--- config.mk ---
export PLATFORM = sky130hd
export DESIGN_NAME = stack_pop_unit
export DESIGN_NICKNAME = d
export VERILOG_FILES = /design/src/rtl/stack_pop_unit.sv
export SDC_FILE = /design/constraint.sdc
export NUM_CORES = 1
export LEC_CHECK = 0
export BUFFER_PORTS_ARGS = -buffer_cell sky130_fd_sc_hd__buf_4
export CAP_MARGIN = 20
export CORE_ASPECT_RATIO = 0.75
export CORE_MARGIN = 1.5
export CORE_UTILIZATION = 52
export DETAILED_ROUTE_END_ITERATION = 6
export GPL_TIMING_DRIVEN = 1
export PLACE_DENSITY_LB_ADDON = 0.2
export SETUP_SLACK_MARGIN = 0.5
export SKIP_LAST_GASP = 1
export SYNTH_ARGS = -nofsm -noshare
export SYNTH_HDL_FRONTEND = slang
export SYNTH_SLANG_ARGS = --single-unit
--- constraint.sdc ---
create_clock -name clk -period 4.65 [get_ports clk]
set_input_delay 0.6975 -clock clk [delete_from_list [all_inputs] [get_ports clk]]
set_output_delay 0.6975 -clock clk [all_outputs]
set_load 0.02 [all_outputs]
--- src/rtl/stack_pop_unit.sv ---
// stack_pop_unit: multi-cycle POP/RET/RTI read sequencer for the descending
// data stack. Owns the stack pointer and pops 1, 2 or 3 words depending on op.
//
// Ports:
//   clk, reset          clock, synchronous active-high reset
//   start, op           request (sampled in IDLE); 00 POP, 01 RET, 10 RTI
//   sp_dec              push side consumed a word (IDLE only)
//   mem_read_data       read data, valid the cycle after mem_read_en
//   mem_read_en         read strobe
//   mem_addr            read address (SP+1 while reading, else 0)
//   sp                  current stack pointer
//   busy, done, err     stall, completion pulse, underflow flag (with done)
//   reg_data            POP result
//   pc_out, flags_out   RET/RTI results
//   reg_load, pc_load, flags_load  write enables, pulse with a clean done
module stack_pop_unit #(
  parameter int unsigned DATA_WIDTH = 16,
  parameter int unsigned SP_WIDTH   = 32,
  parameter int unsigned PC_WIDTH   = 32,
  parameter int unsigned SP_RESET   = 2047
) (
  input  logic                  clk,
  input  logic                  reset,
  input  logic                  start,
  input  logic [1:0]            op,
  input  logic                  sp_dec,
  input  logic [DATA_WIDTH-1:0] mem_read_data,
  output logic                  mem_read_en,
  output logic [SP_WIDTH-1:0]   mem_addr,
  output logic [SP_WIDTH-1:0]   sp,
  output logic                  busy,
  output logic                  done,
  output logic                  err,
  output logic [DATA_WIDTH-1:0] reg_data,
  output logic [PC_WIDTH-1:0]   pc_out,
  output logic [2:0]            flags_out,
  output logic                  reg_load,
  output logic                  pc_load,
  output logic                  flags_load
);

  localparam logic [1:0] OP_POP = 2'b00;
  localparam logic [1:0] OP_RET = 2'b01;
  localparam logic [1:0] OP_RTI = 2'b10;
  localparam logic [SP_WIDTH-1:0] SP_EMPTY = SP_WIDTH'(SP_RESET);

  typedef enum logic [1:0] {IDLE, RD, CAP, FIN} state_t;

  state_t                state_q, state_n;
  logic [1:0]            op_q, op_n;
  logic [1:0]            cnt_q, cnt_n;
  logic [SP_WIDTH-1:0]   sp_n;
  logic [DATA_WIDTH-1:0] w0_q, w0_n, w1_q, w1_n;
  logic [DATA_WIDTH-1:0] reg_data_n;
  logic [PC_WIDTH-1:0]   pc_n;
  logic [2:0]            flags_n;
  logic                  err_n, done_n;
  logic [1:0]            need_q;

  // Words popped by each op.
  function automatic logic [1:0] words(input logic [1:0] o);
    case (o)
      OP_POP:  words = 2'd1;
      OP_RET:  words = 2'd2;
      default: words = 2'd3;
    endcase
  endfunction

  assign need_q = words(op_q);

  // Next-state, next-SP and result capture.
  always_comb begin
    state_n    = state_q;
    op_n       = op_q;
    cnt_n      = cnt_q;
    sp_n       = sp;
    w0_n       = w0_q;
    w1_n       = w1_q;
    reg_data_n = reg_data;
    pc_n       = pc_out;
    flags_n    = flags_out;
    err_n      = 1'b0;
    case (state_q)
      IDLE: begin
        // sp_dec lands first so the underflow check sees the decremented SP.
        if (sp_dec && (sp != '0)) sp_n = sp - SP_WIDTH'(1);
        if (start && (op != 2'b11)) begin
          op_n  = op;
          cnt_n = 2'd0;
          if (SP_WIDTH'(words(op)) > (SP_EMPTY - sp_n)) begin
            state_n = FIN;
            err_n   = 1'b1;
          end else begin
            state_n = RD;
          end
        end
      end
      RD: begin
        sp_n    = sp + SP_WIDTH'(1);
        state_n = CAP;
      end
      CAP: begin
        cnt_n = cnt_q + 2'd1;
        if (cnt_q == 2'd0) w0_n = mem_read_data;
        if (cnt_q == 2'd1) w1_n = mem_read_data;
        if (cnt_q == need_q - 2'd1) begin
          state_n = FIN;
          cnt_n   = 2'd0;
          // Results update on entry to FIN so they are visible with done.
          case (op_q)
            OP_POP:  reg_data_n = mem_read_data;
            OP_RET:  pc_n = PC_WIDTH'({mem_read_data, w0_q});
            default: begin
              pc_n    = PC_WIDTH'({w1_q, w0_q});
              flags_n = mem_read_data[2:0];
            end
          endcase
        end else begin
          state_n = RD;
        end
      end
      FIN:     state_n = IDLE;
      default: state_n = IDLE;
    endcase
    done_n = (state_n == FIN);
  end

  // State register and registered outputs derived from the next state.
  always_ff @(posedge clk) begin
    if (reset) begin
      state_q     <= IDLE;
      op_q        <= OP_POP;
      cnt_q       <= 2'd0;
      w0_q        <= '0;
      w1_q        <= '0;
      sp          <= SP_EMPTY;
      mem_read_en <= 1'b0;
      mem_addr    <= '0;
      busy        <= 1'b0;
      done        <= 1'b0;
      err         <= 1'b0;
      reg_data    <= '0;
      pc_out      <= '0;
      flags_out   <= 3'd0;
      reg_load    <= 1'b0;
      pc_load     <= 1'b0;
      flags_load  <= 1'b0;
    end else begin
      state_q     <= state_n;
      op_q        <= op_n;
      cnt_q       <= cnt_n;
      w0_q        <= w0_n;
      w1_q        <= w1_n;
      sp          <= sp_n;
      mem_read_en <= (state_n == RD);
      mem_addr    <= (state_n == RD) ? sp_n + SP_WIDTH'(1) : '0;
      busy        <= (state_n != IDLE);
      done        <= done_n;
      err         <= err_n;
      reg_data    <= reg_data_n;
      pc_out      <= pc_n;
      flags_out   <= flags_n;
      reg_load    <= done_n && !err_n && (op_n == OP_POP);
      pc_load     <= done_n && !err_n && ((op_n == OP_RET) || (op_n == OP_RTI));
      flags_load  <= done_n && !err_n && (op_n == OP_RTI);
    end
  end

endmodule

; ---- Word level (Yosys, flattened, before mapping)
; Index checks and enable logic that the tools add are counted.
[word_totals]
ff_bits = 160
in_bits = 22
wordCells = 84
[op_classes]
add_sub_neg = 6
n_lt_le_gt_ge = 1
n_eq_ne = 13
muxes = 20
bitwise = 3
n_reduce_logical = 24
[op_table]
columns = op, count
row1 = one-hot mux 32 bit (2 select lines), 2
row2 = adder 32 x 1 -> 32 bit (second input constant), 2
row3 = 2-to-1 mux 32 bit, 2
row4 = > comparator 2 x 32 -> 1 bit, 1
row5 = nonzero test 32 bit, 1
row6 = subtractor 11 x 32 -> 32 bit (first input constant), 1
row7 = subtractor 32 x 1 -> 32 bit (second input constant), 1
row8 = 2-to-1 mux 2 bit, 9
row9 = equality test 2 x 1 -> 1 bit (second input constant), 6
row10 = one-hot mux 2 bit (2 select lines), 3
row11 = zero test 2 bit, 5
row12 = AND reduction 3 bit, 3
row13 = equality test 2 bit (second input constant), 4
row14 = one-hot mux 2 bit (4 select lines), 1
row15 = logical AND 1 bit, 6
row16 = AND reduction 2 bit, 3
row17 = != test 2 bit (second input constant), 2
row18 = nonzero test 2 bit, 2
row19 = OR reduction 2 bit, 2
row20 = 2-to-1 mux 1 bit, 3
row21 = NOT 1 bit, 3
row22 = adder 2 x 1 -> 2 bit (second input constant), 1
row23 = equality test 2 bit, 1
row24 = subtractor 2 x 1 -> 2 bit (second input constant), 1
row25 = 2 further kinds, 2

; ---- Depth between registers and ports, before layout
; Gate-level depths: netlist of run 1.
[depth]
ltp_word = 12
mapped_depth = 22
ltp_nobuf = 19

; ---- Worst setup path before layout of run 1
; Ideal clock, no wire load.
[synth_path]
path_type = register -> register
start = register sp[15]
end = register mem_addr[10]
setup_time_ps = 141
arrival_ps = 4944
required_ps = 4509
slack_ps = -435
stages_incl_launch_ff = 21
path_buffers = 4
synth_period_minus_slack_ps = 5085
path_cell_list = dfxtp_1 -> buf_6 -> or4_4 -> buf_6 -> or4_4 -> o31ai_4 -> o21ai_0 -> ha_1 -> nor2b_1 -> o22ai_1 -> a2111oi_0 -> nand3_1 -> or4b_2 -> nor3_1 -> nor4b_1 -> nand4b_1 -> nor4_1 -> and4b_1 -> buf_6 -> buf_12 -> nor3_2
[synth_between]
elab_chain_cells = 12
word_cells_on_any_way = 15
[synth_lines]
columns = element, line
row1 = from (decl), 30  ; output logic [SP_WIDTH-1:0] sp,
row2 = from (signal assigned), 154  ; sp <= sp_n;
row3 = "parallel branches: the longest is 2 deep, another holds subtractor 32 x 1 -> 32 bit", n/a
row4 = 2-to-1 mux 32 bit *, 86  ; if (sp_dec && (sp != '0)) sp_n = sp - SP_WIDTH'(1);
row5 = 2-to-1 mux 32 bit *, 83  ; case (state_q)
row6 = subtractor 11 x 32 -> 32 bit, 90  ; if (SP_WIDTH'(words(op)) > (SP_EMPTY - sp_n)) begin
row7 = > comparator 2 x 32 -> 1 bit, 90
row8 = 2-to-1 mux 2 bit, 90
row9 = 2-to-1 mux 2 bit, 87  ; if (start && (op != 2'b11)) begin
row10 = one-hot mux 2 bit (4 select lines), 83
row11 = equality test 2 x 1 -> 1 bit, 156  ; mem_addr <= (state_n == RD) ? sp_n + SP_WIDTH'(1) : '0;
row12 = NOT 1 bit (no source line), n/a
row13 = OR reduction 2 bit (no source line), n/a
row14 = to (signal assigned), 156
row15 = to (decl), 29  ; output logic [SP_WIDTH-1:0] mem_addr,
; Every way passes the cells marked *. The select of a mux whose other input is x is not followed.
; A chain may end at the register's enable or synchronous reset.

; ---- Final worst setup path of run 1
[layout_path]
start = register sp[10]
end = register mem_addr[20]
[layout_between]
elab_chain_cells = 12
word_cells_on_any_way = 16
[layout_lines]
columns = element
row1 = "parallel branches: the longest is 12 deep, another holds subtractor 32 x 1 -> 32 bit"
; Several ways; the timed one is not identified. The select of a mux whose other input is x is not followed.

==> flow_metrics.py, run 1 <==
metrics = {
    "clock_tree": {
        "cts_buffers": 17,
        "cts.reportedPaths.clkPinSlew_ps": 70,
        "h-tree-depth": 4,
        "clk_path_buf_depth": 2,
        "cts_tree": "done",
        "ctsRootBufferMaster": "clkbuf_16",
        "cts_num_sinks": 160,
        "worstSkewPairLatency_ps": 430,
    },
    "worst_setup_path": {
        "cp-start-kind": "register",
        "worstSetupEndpointType": "register",
        "crit_fanout": 8,
        "required_ps": 4950,
        "cp.arrival_ps": 5200,
        "critPathKind": "register to register",
    },
    "floorplanning": {
        "die_h_um": 116,
        "dieArea_sq_um": 17700,
        "ios": 144,
        "placementRows": 40,
        "core-area_sq_um": 16300,
        "initial_core_util": 0.541,
        "die_x_um": 153,
    },
    "cells_and_area": {
        "fill_cells": 1326,
        "drive_above_1_share": 0.267,
        "synthToLayoutAreaGrowth_pct": 26.3,
        "nNetsFinal": 1275,
        "n_antenna_cell": 0,
    },
    "sta": {
        "min_period_ps": 4900,
        "hold_viol": 0,
        "tightest_slew_ps": 1020,
        "fmax_mhz": 204,
        "fin_ws_ps": -250,
        "hold_ws_ps": 447,
        "rsz0062_at_grt": "true",
        "fin_tns_setup_ps": -7720,
        "setup_viol": 35,
        "fin_crit_sh": 1.05,
        "slew_violations": 0,
        "skew_ps": 9.75,
        "slew-limit-headroom": 0.314,
    },
    "route": {
        "drt_iter0_drc": 898,
        "num_vias": 8755,
        "wl_per_cell_um": 19.8,
        "dr.pass1.iters": 7,
        "drc": 13,
        "drt_wl_total_um": 29000,
        "vias_per_cell": 5.98,
        "ant_nets": 0,
    },
    "placement": {
        "io_buffers": 143,
        "dp_hpwl_um": 20900,
        "gp_congestion": 0.972,
    },
    "yosys": {
        "ys_ff_latch": 160,
        "netlist_area_sq_um": 8800,
        "yosysWarnings": 0,
        "synth_flop_cell": "dfxtp_1",
        "synth_seq_area_share": 0.364,
        "async_flop_share": 0,
        "ys_types": 77,
        "synth_cells": 1079,
        "syn-num-nets": 1112,
        "syn_avg_cell_area_sq_um": 8.16,
        "synth_edf_count": 0,
    },
    "global_routing": {
        "grt-ovfl-total": 0,
        "grt_pass1_vias": 7779,
        "grt_use_total": 0.319,
        "grt_max_degree": 76,
        "grt_first_pass_wirelength_um": 43600,
        "antenna_found_initial": 0,
    },
    "run": {
        "cap_violations": 0,
    },
    "power": {
        "intPower_uw": 3250,
        "leakagePower_uw": 0.00432,
        "clockPowerShare": 0.251,
        "vdd_drop_max_mv": 0.364,
        "combPwrFrac": 0.459,
        "p_sw_frac": 0.419,
        "p_sw_uw": 2340,
        "pwr-share-seq": 0.290,
        "powerDensity_nw_per_um2": 503,
    },
    "status": {
        "status": "complete, but fails checks",
        "violations": "DRC, setup timing",
    },
    "worst_hold_path": {
        "hold_path_class": "register to register",
    },
}
-- final timing paths --
check	slack (ps)	startpoint	depth (start not counted)	to
worst max-delay path	-250	sp[10]	17	mem_addr[20]
worst min-delay path	450	w0_q[11]	2	pc_out[11]
worst max register to register	-250	sp[10]	17	mem_addr[20]
worst min register to register	450	w0_q[11]	2	pc_out[11]
-- metal layers --
metal,part of all wire,global-route usage,vias to the layer above
li1,-,-,4132
met1,0.48,0.501,4130
met2,0.39,0.425,462
met3,0.12,0.0778,31
met4,0.011,0.0745,0
met5,0,0,-
-- kinds of logic (layout without fill, tap and decap cells) --
logic type,count (synthesis),count (layout),share of synthesized area
compound gates,180,180,0.132
xor+xnor,86,86,0.0864
fa+ha+maj,11,11,0.0156
buf+inv,95,271,0.0508
flops,160,160,0.364
mux,23,23,0.0263
simple gates,524,524,0.325
-- cell usage after synthesis, drive strengths merged (2+ instances only) --
library cell    n  area share
a22oi           3      0.0026
o32ai           2      0.0020
or4            12       0.012
nand3          25       0.014
nor4           25       0.022
o32a            2      0.0023
and3           15       0.011
nand2         179       0.076
a21oi          84       0.048
and2           12      0.0085
or3            12      0.0085
a21boi          2      0.0017
o31a            4      0.0040
nor3           63       0.055
clkbuf         58       0.025
ha             11       0.016
a31oi          15       0.011
o22ai           4      0.0028
a32oi          10       0.010
mux2i          22       0.025
o211a           2      0.0023
xor2           47       0.047
inv            18      0.0077
nor2b          14       0.010
or2            16       0.011
a211oi         21       0.018
and4            6      0.0060
o31ai           4      0.0050
o21ai          13      0.0074
o41ai           2      0.0020
nor4b          11       0.014
nor2           87       0.037
nor3b           2      0.0017
nand4b          6      0.0060
nand2b         11      0.0078
buf            18       0.018
o211ai          3      0.0031
xnor2          39       0.040
dfxtp         160        0.36
a2111oi         2      0.0021
nand4          19       0.014
and4b           2      0.0023
-- final cells by class --
class | instances | area [sq um] | area share
clock buffer | 19 | 464 | 0.0418
inverter | 19 | 71.3 | 0.00642
sequential | 160 | 3210 | 0.289
clock inverter | 13 | 141 | 0.0127
tap | 210 | 263 | 0.0236
multi-input combinational | 824 | 5250 | 0.472
timing repair buffer | 220 | 1720 | 0.155
-- power by group through the flow --
stage                     Sequential (uW)  Clock, uW  Combinational [uW]
after global routing                 1640       1480                2730
after CTS                            1620       1410                2400
after detailed placement             1650          0                2370
final                                1620       1400                2570
after floorplan                      1790          0                1490
after global placement               1650          0                2360
-- registers in the layout (all words and copies together) (netlist names), 3 cells and up --
name and flops:
w0_q 16, flags_out 3, w1_q 16, sp 32, reg_data 16, mem_addr 32
pc_out 32
-- repair_timing --
| action | 4_1_cts | 5_1_grt |
|---|---|---|
| cloned | 0 | 3 |
| hold buffers | 0 | 0 |
| setup buffers | 2 | 1 |
| endpoints found under the setup margin | 36 | 36 |
| resized for setup | 3 | 7 |
| pin swaps | 2 | 12 |
-- layout by cell type, fill, tap and decap left out, types with 6 or more instances in the layout --
| cell type | n |
|---|---|
| nor2b_1 | 12 |
| xor2_1 | 47 |
| inv_1 | 18 |
| a21oi_1 | 84 |
| nor4b_1 | 7 |
| and2_1 | 12 |
| buf_4 | 214 |
| or3_1 | 12 |
| o21ai_0 | 10 |
| nand3_1 | 25 |
| or4_1 | 6 |
| and4_1 | 6 |
| xnor2_1 | 38 |
| nand2_1 | 179 |
| a31oi_1 | 14 |
| nor3_2 | 33 |
| nand2b_1 | 11 |
| clkbuf_16 | 20 |
| mux2i_1 | 22 |
| nor2_1 | 86 |
| nand4b_1 | 6 |
| ha_1 | 11 |
| and3_1 | 15 |
| or2_2 | 14 |
| nor3_1 | 28 |
| a32oi_1 | 10 |
| nor4_1 | 20 |
| a211oi_1 | 20 |
| nand4_1 | 19 |
| or4_4 | 6 |
| dfxtp_1 | 156 |
-- through the flow --
step / std cells / util / worst slack, ps / cell area, sq um / total power [uW]
floorplan: 1079 / - / -120 / 8850 / 3280
global placement: 1426 / 0.637 / -32.6 / 10400 / 4000
detailed placement: 1426 / 0.637 / -185 / 10400 / 4020
CTS: 1460 / 0.676 / -207 / 11000 / 5430
global route: 1465 / 0.683 / -428 / 11100 / 5850
finish: 1465 / 0.683 / -250 / 11100 / 5590
-- critical path: stages (launching register included) --
cell and delay [ps]:
dfxtp_1 320, or4_4 530, or4_4 570, o31ai_4 370
o21ai_1 110, ha_1 340, nor2b_2 190, o22ai_2 100
a2111oi_4 350, nand3_1 130, or4b_4 500, nor3_2 110
nor4b_4 200, nand4b_1 140, nor4_2 140, and4b_4 400
clkbuf_16 210, nor3_2 50
No activity file was read; power rests on OpenSTA's default activity.
==> run 2, diff against run 1 <==
--- a/config.mk
+++ b/config.mk
@@ -5,12 +5,12 @@
 export SDC_FILE = /design/constraint.sdc
 export NUM_CORES = 1
 export LEC_CHECK = 0
-export BUFFER_PORTS_ARGS = -buffer_cell sky130_fd_sc_hd__buf_4
 export CAP_MARGIN = 20
 export CORE_ASPECT_RATIO = 0.75
 export CORE_MARGIN = 1.5
-export CORE_UTILIZATION = 52
+export CORE_UTILIZATION = 58
 export DETAILED_ROUTE_END_ITERATION = 6
+export DONT_BUFFER_PORTS = 1
 export GPL_TIMING_DRIVEN = 1
 export PLACE_DENSITY_LB_ADDON = 0.2
 export SETUP_SLACK_MARGIN = 0.5
==> run 2 against run 1 <==
  * The run ends with setup timing left
  * Count of clock-buffer cells in the layout up 2
  * Total power down 5.7%
  * Die area down 10%
  * Design area down 11%
  * Combinational power down 18%
  * Clock power up 3%
  * Clock skew up 0.74 ps
  * Hold slack worse by 130 ps
  * Largest power group unchanged
==> flow_metrics.py, run 2 (synthesis gave the netlist of run 1 again) <==
metrics = {
    "run": {
        "cap_violations": 0,
    },
    "worst_setup_path": {
        "crit_start": "sp[14]",
        "rr_endpoint": "mem_addr[2]",
        "r2r_start": "sp[14]",
        "critPathKind": "register to register",
        "cp.arrival_ps": 5230,
        "cp-start-kind": "register",
        "crit_fanout": 32,
        "rrSetupSlack_ps": -270,
        "ff2ff_path_depth": 17,
        "required_ps": 4960,
        "cp-endpoint": "mem_addr[2]",
        "worstSetupEndpointType": "register",
    },
    "sta": {
        "fmax_mhz": 203,
        "skew_ps": 10.5,
        "setup_viol": 32,
        "fin_crit_sh": 1.06,
        "slew_violations": 0,
        "min_period_ps": 4920,
        "fin_ws_ps": -271,
        "hold_viol": 0,
        "rsz0062_at_grt": "true",
        "slew-limit-headroom": 0.378,
        "tightest_slew_ps": 928,
    },
    "cells_and_area": {
        "instances_no_fill": 1307,
        "largest_registers": "mem_addr: 32 flops, pc_out: 32 flops, sp: 32 flops",
        "drive_above_1_share": 0.166,
        "seq_area_sq_um": 3210,
        "final_common_cell": "nand2_1",
        "fill_cells": 1296,
        "multi_input_comb_area_sq_um": 5210,
        "layout_common_cells": "nand2_1, dfxtp_1, nor2_1",
        "nNetsFinal": 1127,
        "synthToLayoutAreaGrowth_pct": 12.4,
        "fin_util": 0.676,
        "n_antenna_cell": 0,
    },
    "worst_hold_path": {
        "hold_path_class": "input pin to register",
    },
    "power": {
        "vdd_drop_max_mv": 0.305,
        "powerDensity_nw_per_um2": 533,
        "leakagePower_uw": 0.00352,
        "finalPower_uw": 5280,
    },
    "floorplanning": {
        "core-area_sq_um": 14600,
        "placementRows": 38,
        "dieArea_sq_um": 15900,
        "die_x_um": 145,
        "initial_core_util": 0.601,
        "die_h_um": 110,
        "ios": 144,
    },
    "route": {
        "dr.pass1.iters": 5,
        "wl_per_cell_um": 20.3,
        "num_vias": 8062,
        "drc": 0,
        "drt_wl_total_um": 26500,
        "vias_per_cell": 6.17,
        "ant_nets": 0,
        "drt_iter0_drc": 1032,
    },
    "clock_tree": {
        "cts.reportedPaths.clkPinSlew_ps": 70,
        "worstSkewPairLatency_ps": 440,
        "cts_buffers": 17,
        "clk_path_buf_depth": 2,
        "cts_hold_repair.buffers": 0,
        "postCtsSetupRepairBufs": 0,
        "h-tree-depth": 4,
        "cts_tree": "done",
        "ctsRootBufferMaster": "clkbuf_16",
        "cts_num_sinks": 160,
    },
    "placement": {
        "io_buffers": 0,
        "gp_congestion": 0.989,
        "dp.cells": 1275,
        "dp_hpwl_um": 19500,
    },
    "global_routing": {
        "grt_first_pass_wirelength_um": 40300,
        "antenna_found_initial": 0,
        "grt-ovfl-total": 0,
        "grt_use_total": 0.329,
        "grt_pass1_vias": 7099,
        "grt_max_degree": 124,
    },
    "status": {
        "violations": "setup timing",
        "status": "complete, but fails checks",
    },
}
-- run 2: cell types whose count changed in the layout (fill, tap and decap cells not counted), moves of 2 or more --
| cell | change |
|---|---|
| buf_4 | -143 |
| clkbuf_16 | -3 |
| clkbuf_8 | +3 |
| clkinv_8 | -3 |
| buf_6 | -2 |
| nor4b_2 | +2 |
-- run 2: where the power goes --
part / total (uW) / switching [uW] / internal [uW]
Sequential: 1720 / 193 / 1530
Combinational: 2120 / 1360 / 761
Clock: 1440 / 630 / 810
Total: 5280 / 2180 / 3100
-- run 2: through the flow --
stage / setup TNS (ps) / instance area, sq um / hold WS [ps] / setup slack, ps
4_1_cts: -3270 / 9880 / 321 / -127
3_5_place_dp: -3350 / 9270 / 439 / -134
5_1_grt: -13560 / 9890 / 315 / -448
3_3_place_gp: -12.0 / 9270 / 433 / -6.63
2_1_floorplan: -3550 / 8850 / 432 / -120
6_report: -7740 / 9890 / 320 / -271
-- run 2: layout make-up --
type | instances | share of cell area
clock buffer | 21 | 0.0486
clock inverter | 11 | 0.0120
inverter | 19 | 0.00721
multi-input combinational | 824 | 0.526
sequential | 160 | 0.325
tap | 200 | 0.0253
timing repair buffer | 72 | 0.0559
-- run 2: worst min path at each step --
stage,start,slack (ps),cells after the start,endpoint
finish,reset,320,1,reg_data[13]
global route,reset,320,1,reg_data[14]
CTS,reset,320,1,state_q[1]
detailed placement,w0_q[6],440,2,pc_out[6]
global placement,w0_q[4],430,2,pc_out[4]
floorplan,w0_q[0],430,2,pc_out[0]
-- run 2: worst max-delay path, stage by stage, from the launching register on --
cell and delay (ps):
dfxtp_2 320, or4_4 550, or4_4 550, o31ai_4 340, o21ai_1 130, ha_1 310
nor2b_1 130, o22ai_1 80, a2111oi_2 270, nand3_1 130, or4b_4 480, nor3_1 190
nor4b_2 230, nand4b_1 140, nor4_1 280, and4b_2 310, buf_12 230, nor3_1 90
-- run 2: what timing repair did --
item	in CTS	in global routing
gates cloned	0	0
setup endpoints to repair	36	36
resized for setup	1	3
pin swaps	1	6
-- run 2: layer usage --
metal	vias up	global-route usage	routed length, um
li1	3828	-	-
met1	3778	0.490	12700
met2	430	0.432	10200
met3	26	0.136	3370
met4	0	0.0714	299
met5	-	0	0
==> run 3, diff against run 2 <==
--- a/config.mk
+++ b/config.mk
@@ -13,6 +13,7 @@
 export DONT_BUFFER_PORTS = 1
 export GPL_TIMING_DRIVEN = 1
 export PLACE_DENSITY_LB_ADDON = 0.2
+export RECOVER_POWER = 100
 export SETUP_SLACK_MARGIN = 0.5
 export SKIP_LAST_GASP = 1
 export SYNTH_ARGS = -nofsm -noshare
==> run 3 against run 2 <==
  * The flow still finishes with violations (setup timing)
  * Utilization shrank 0.38 points
  * Routed wire length decreased by 0.33%
  * Worst setup slack improved by 0.77 ps
  * Sequential cell count unchanged
  * Critical path depth did not move
  * Design area shrank 0.57%
==> flow_metrics.py, run 3 (synthesis gave the netlist of run 1 again) <==
metrics = {
    "placement": {
        "dp.cells": 1275,
        "dp_hpwl_um": 19500,
        "io_buffers": 0,
        "gp_congestion": 0.989,
    },
    "sta": {
        "fin_tns_setup_ps": -7890,
        "tightest_slew_ps": 920,
        "slew_violations": 0,
        "skew_ps": 8.37,
        "setup_viol": 32,
        "slew-limit-headroom": 0.383,
        "fmax_mhz": 203,
        "fin_ws_ps": -270,
        "fin_crit_sh": 1.06,
        "hold_viol": 0,
        "rsz0062_at_grt": "true",
        "min_period_ps": 4920,
    },
    "global_routing": {
        "grt_pass1_vias": 7099,
        "busiest_layer": "met1",
        "antenna_found_initial": 0,
        "grtUsageMet3": 0.136,
        "grt_max_degree": 124,
        "grt_first_pass_wirelength_um": 40300,
        "grt_use_total": 0.329,
        "grt-ovfl-total": 0,
        "grt_use_met2": 0.432,
        "grt_util_met1": 0.490,
    },
    "worst_setup_path": {
        "rrSetupSlack_ps": -270,
        "cp-start-kind": "register",
        "crit_fanout": 32,
        "worstPathCellList": "or4_4, or4_4, o31ai_4, o21ai_1, ha_1, nor2b_1, o22ai_1, a2111oi_2, nand3_1, or4b_4, nor3_1, nor4b_2, nand4b_1, nor4_1, and4b_2, buf_12, nor3_1",
        "cpMaxStageDelayCell": "or4_4",
        "required_ps": 4950,
        "worstSetupEndpointType": "register",
        "ff2ff_path_depth": 17,
        "path_buf_inv": 1,
        "cp.arrival_ps": 5220,
        "critPathKind": "register to register",
        "critPathMaxStageDelay_ps": 550,
        "r2r_start": "sp[14]",
        "critPathTopFamily": "simple AND/OR/NAND/NOR gates",
        "rr_endpoint": "mem_addr[2]",
    },
    "floorplanning": {
        "core-area_sq_um": 14600,
        "die_x_um": 145,
        "dieArea_sq_um": 15900,
        "placementRows": 38,
        "ios": 144,
        "die_h_um": 110,
        "initial_core_util": 0.601,
    },
    "clock_tree": {
        "clk_path_buf_depth": 2,
        "cts_hold_repair.buffers": 0,
        "cts_buffers": 17,
        "cts.reportedPaths.clkPinSlew_ps": 70,
        "cts_tree": "done",
        "ctsRootBufferMaster": "clkbuf_16",
        "worstSkewPairLatency_ps": 440,
        "cts_num_sinks": 160,
        "postCtsSetupRepairBufs": 0,
        "h-tree-depth": 4,
    },
    "power": {
        "powerDensity_nw_per_um2": 534,
        "vdd_drop_max_mv": 0.302,
        "leakagePower_uw": 0.00346,
    },
    "route": {
        "dr.pass1.iters": 5,
        "ant_nets": 0,
        "wl_per_cell_um": 20.2,
        "drt_wl_total_um": 26400,
        "drt_iter0_drc": 1170,
        "vias_per_cell": 6.17,
        "num_vias": 8066,
        "drc": 0,
    },
    "cells_and_area": {
        "fill_cells": 1308,
        "final_common_cell": "nand2_1",
        "instances_no_fill": 1307,
        "largest_registers": "mem_addr: 32 flops, pc_out: 32 flops, sp: 32 flops",
        "fin_util": 0.672,
        "layout_common_cells": "nand2_1, dfxtp_1, nor2_1",
        "nNetsFinal": 1127,
        "n_antenna_cell": 0,
        "multi_input_comb_area_sq_um": 5210,
        "seq_area_sq_um": 3210,
        "drive_above_1_share": 0.153,
        "synthToLayoutAreaGrowth_pct": 11.8,
    },
    "worst_hold_path": {
        "hold_path_class": "input pin to register",
        "min_delay_path_depth": 1,
        "hp-start": "reset",
        "whs_endpoint": "reg_data[13]",
    },
    "run": {
        "cap_violations": 0,
    },
    "status": {
        "status": "complete, but fails checks",
        "violations": "setup timing",
    },
}
run 3: changes by cell type in the layout (fill, tap and decap cells not counted):
cell,before,now
clkbuf_1,0,15
buf_4,71,56
run 3: through the flow:
step	instance area (sq um)	hold WS, ps	setup WS [ps]	power, uW
6_report	9840	320	-270	5260
4_1_cts	9880	321	-127	5200
2_1_floorplan	8850	432	-120	3280
3_3_place_gp	9270	433	-6.63	3760
3_5_place_dp	9270	439	-134	3780
5_1_grt	9840	315	-448	5510
run 3: worst max-delay path by stage:
stage / cells past startpoint / from / slack [ps] / end
floorplan: 20 / sp[16] / -120 / mem_addr[10]
global placement: 17 / sp[18] / -7 / mem_addr[2]
detailed placement: 17 / sp[18] / -130 / mem_addr[2]
CTS: 17 / sp[14] / -130 / mem_addr[2]
global route: 17 / sp[14] / -450 / mem_addr[2]
finish: 17 / sp[14] / -270 / mem_addr[2]
run 3: power breakdown:
group	internal [uW]	switching, uW
logic	747	1350
clock network	810	626
registers	1530	193
run 3: per-layer routing:
metal  vias up  part of all wire
li1       3835                 -
met1      3735              0.47
met2       467              0.38
met3        29              0.13
met4         0             0.011
met5         -                 0
run 3: final cells by class:
type,instances,share of cell area
Inverter,19,0.00725
Sequential cell,160,0.326
Clock buffer,21,0.0488
Clock inverter,11,0.0121
Timing Repair Buffer,72,0.0505
Tap cell,200,0.0254
Multi-Input combinational cell,824,0.530
run 3: timing repair:
action	4_1_cts	5_1_grt
gates cloned	0	0
resized for setup	1	3
pin swaps	1	6
setup endpoints to repair	36	36
run 3: worst register-to-register path, delay by kind of cell, from the launching register on:
kind / cells / cell delay [ps]
buf+inv: 1 / 230
flops: 1 / 320
compound gates: 4 / 840
simple gates: 11 / 3120
fa+ha+maj: 1 / 310
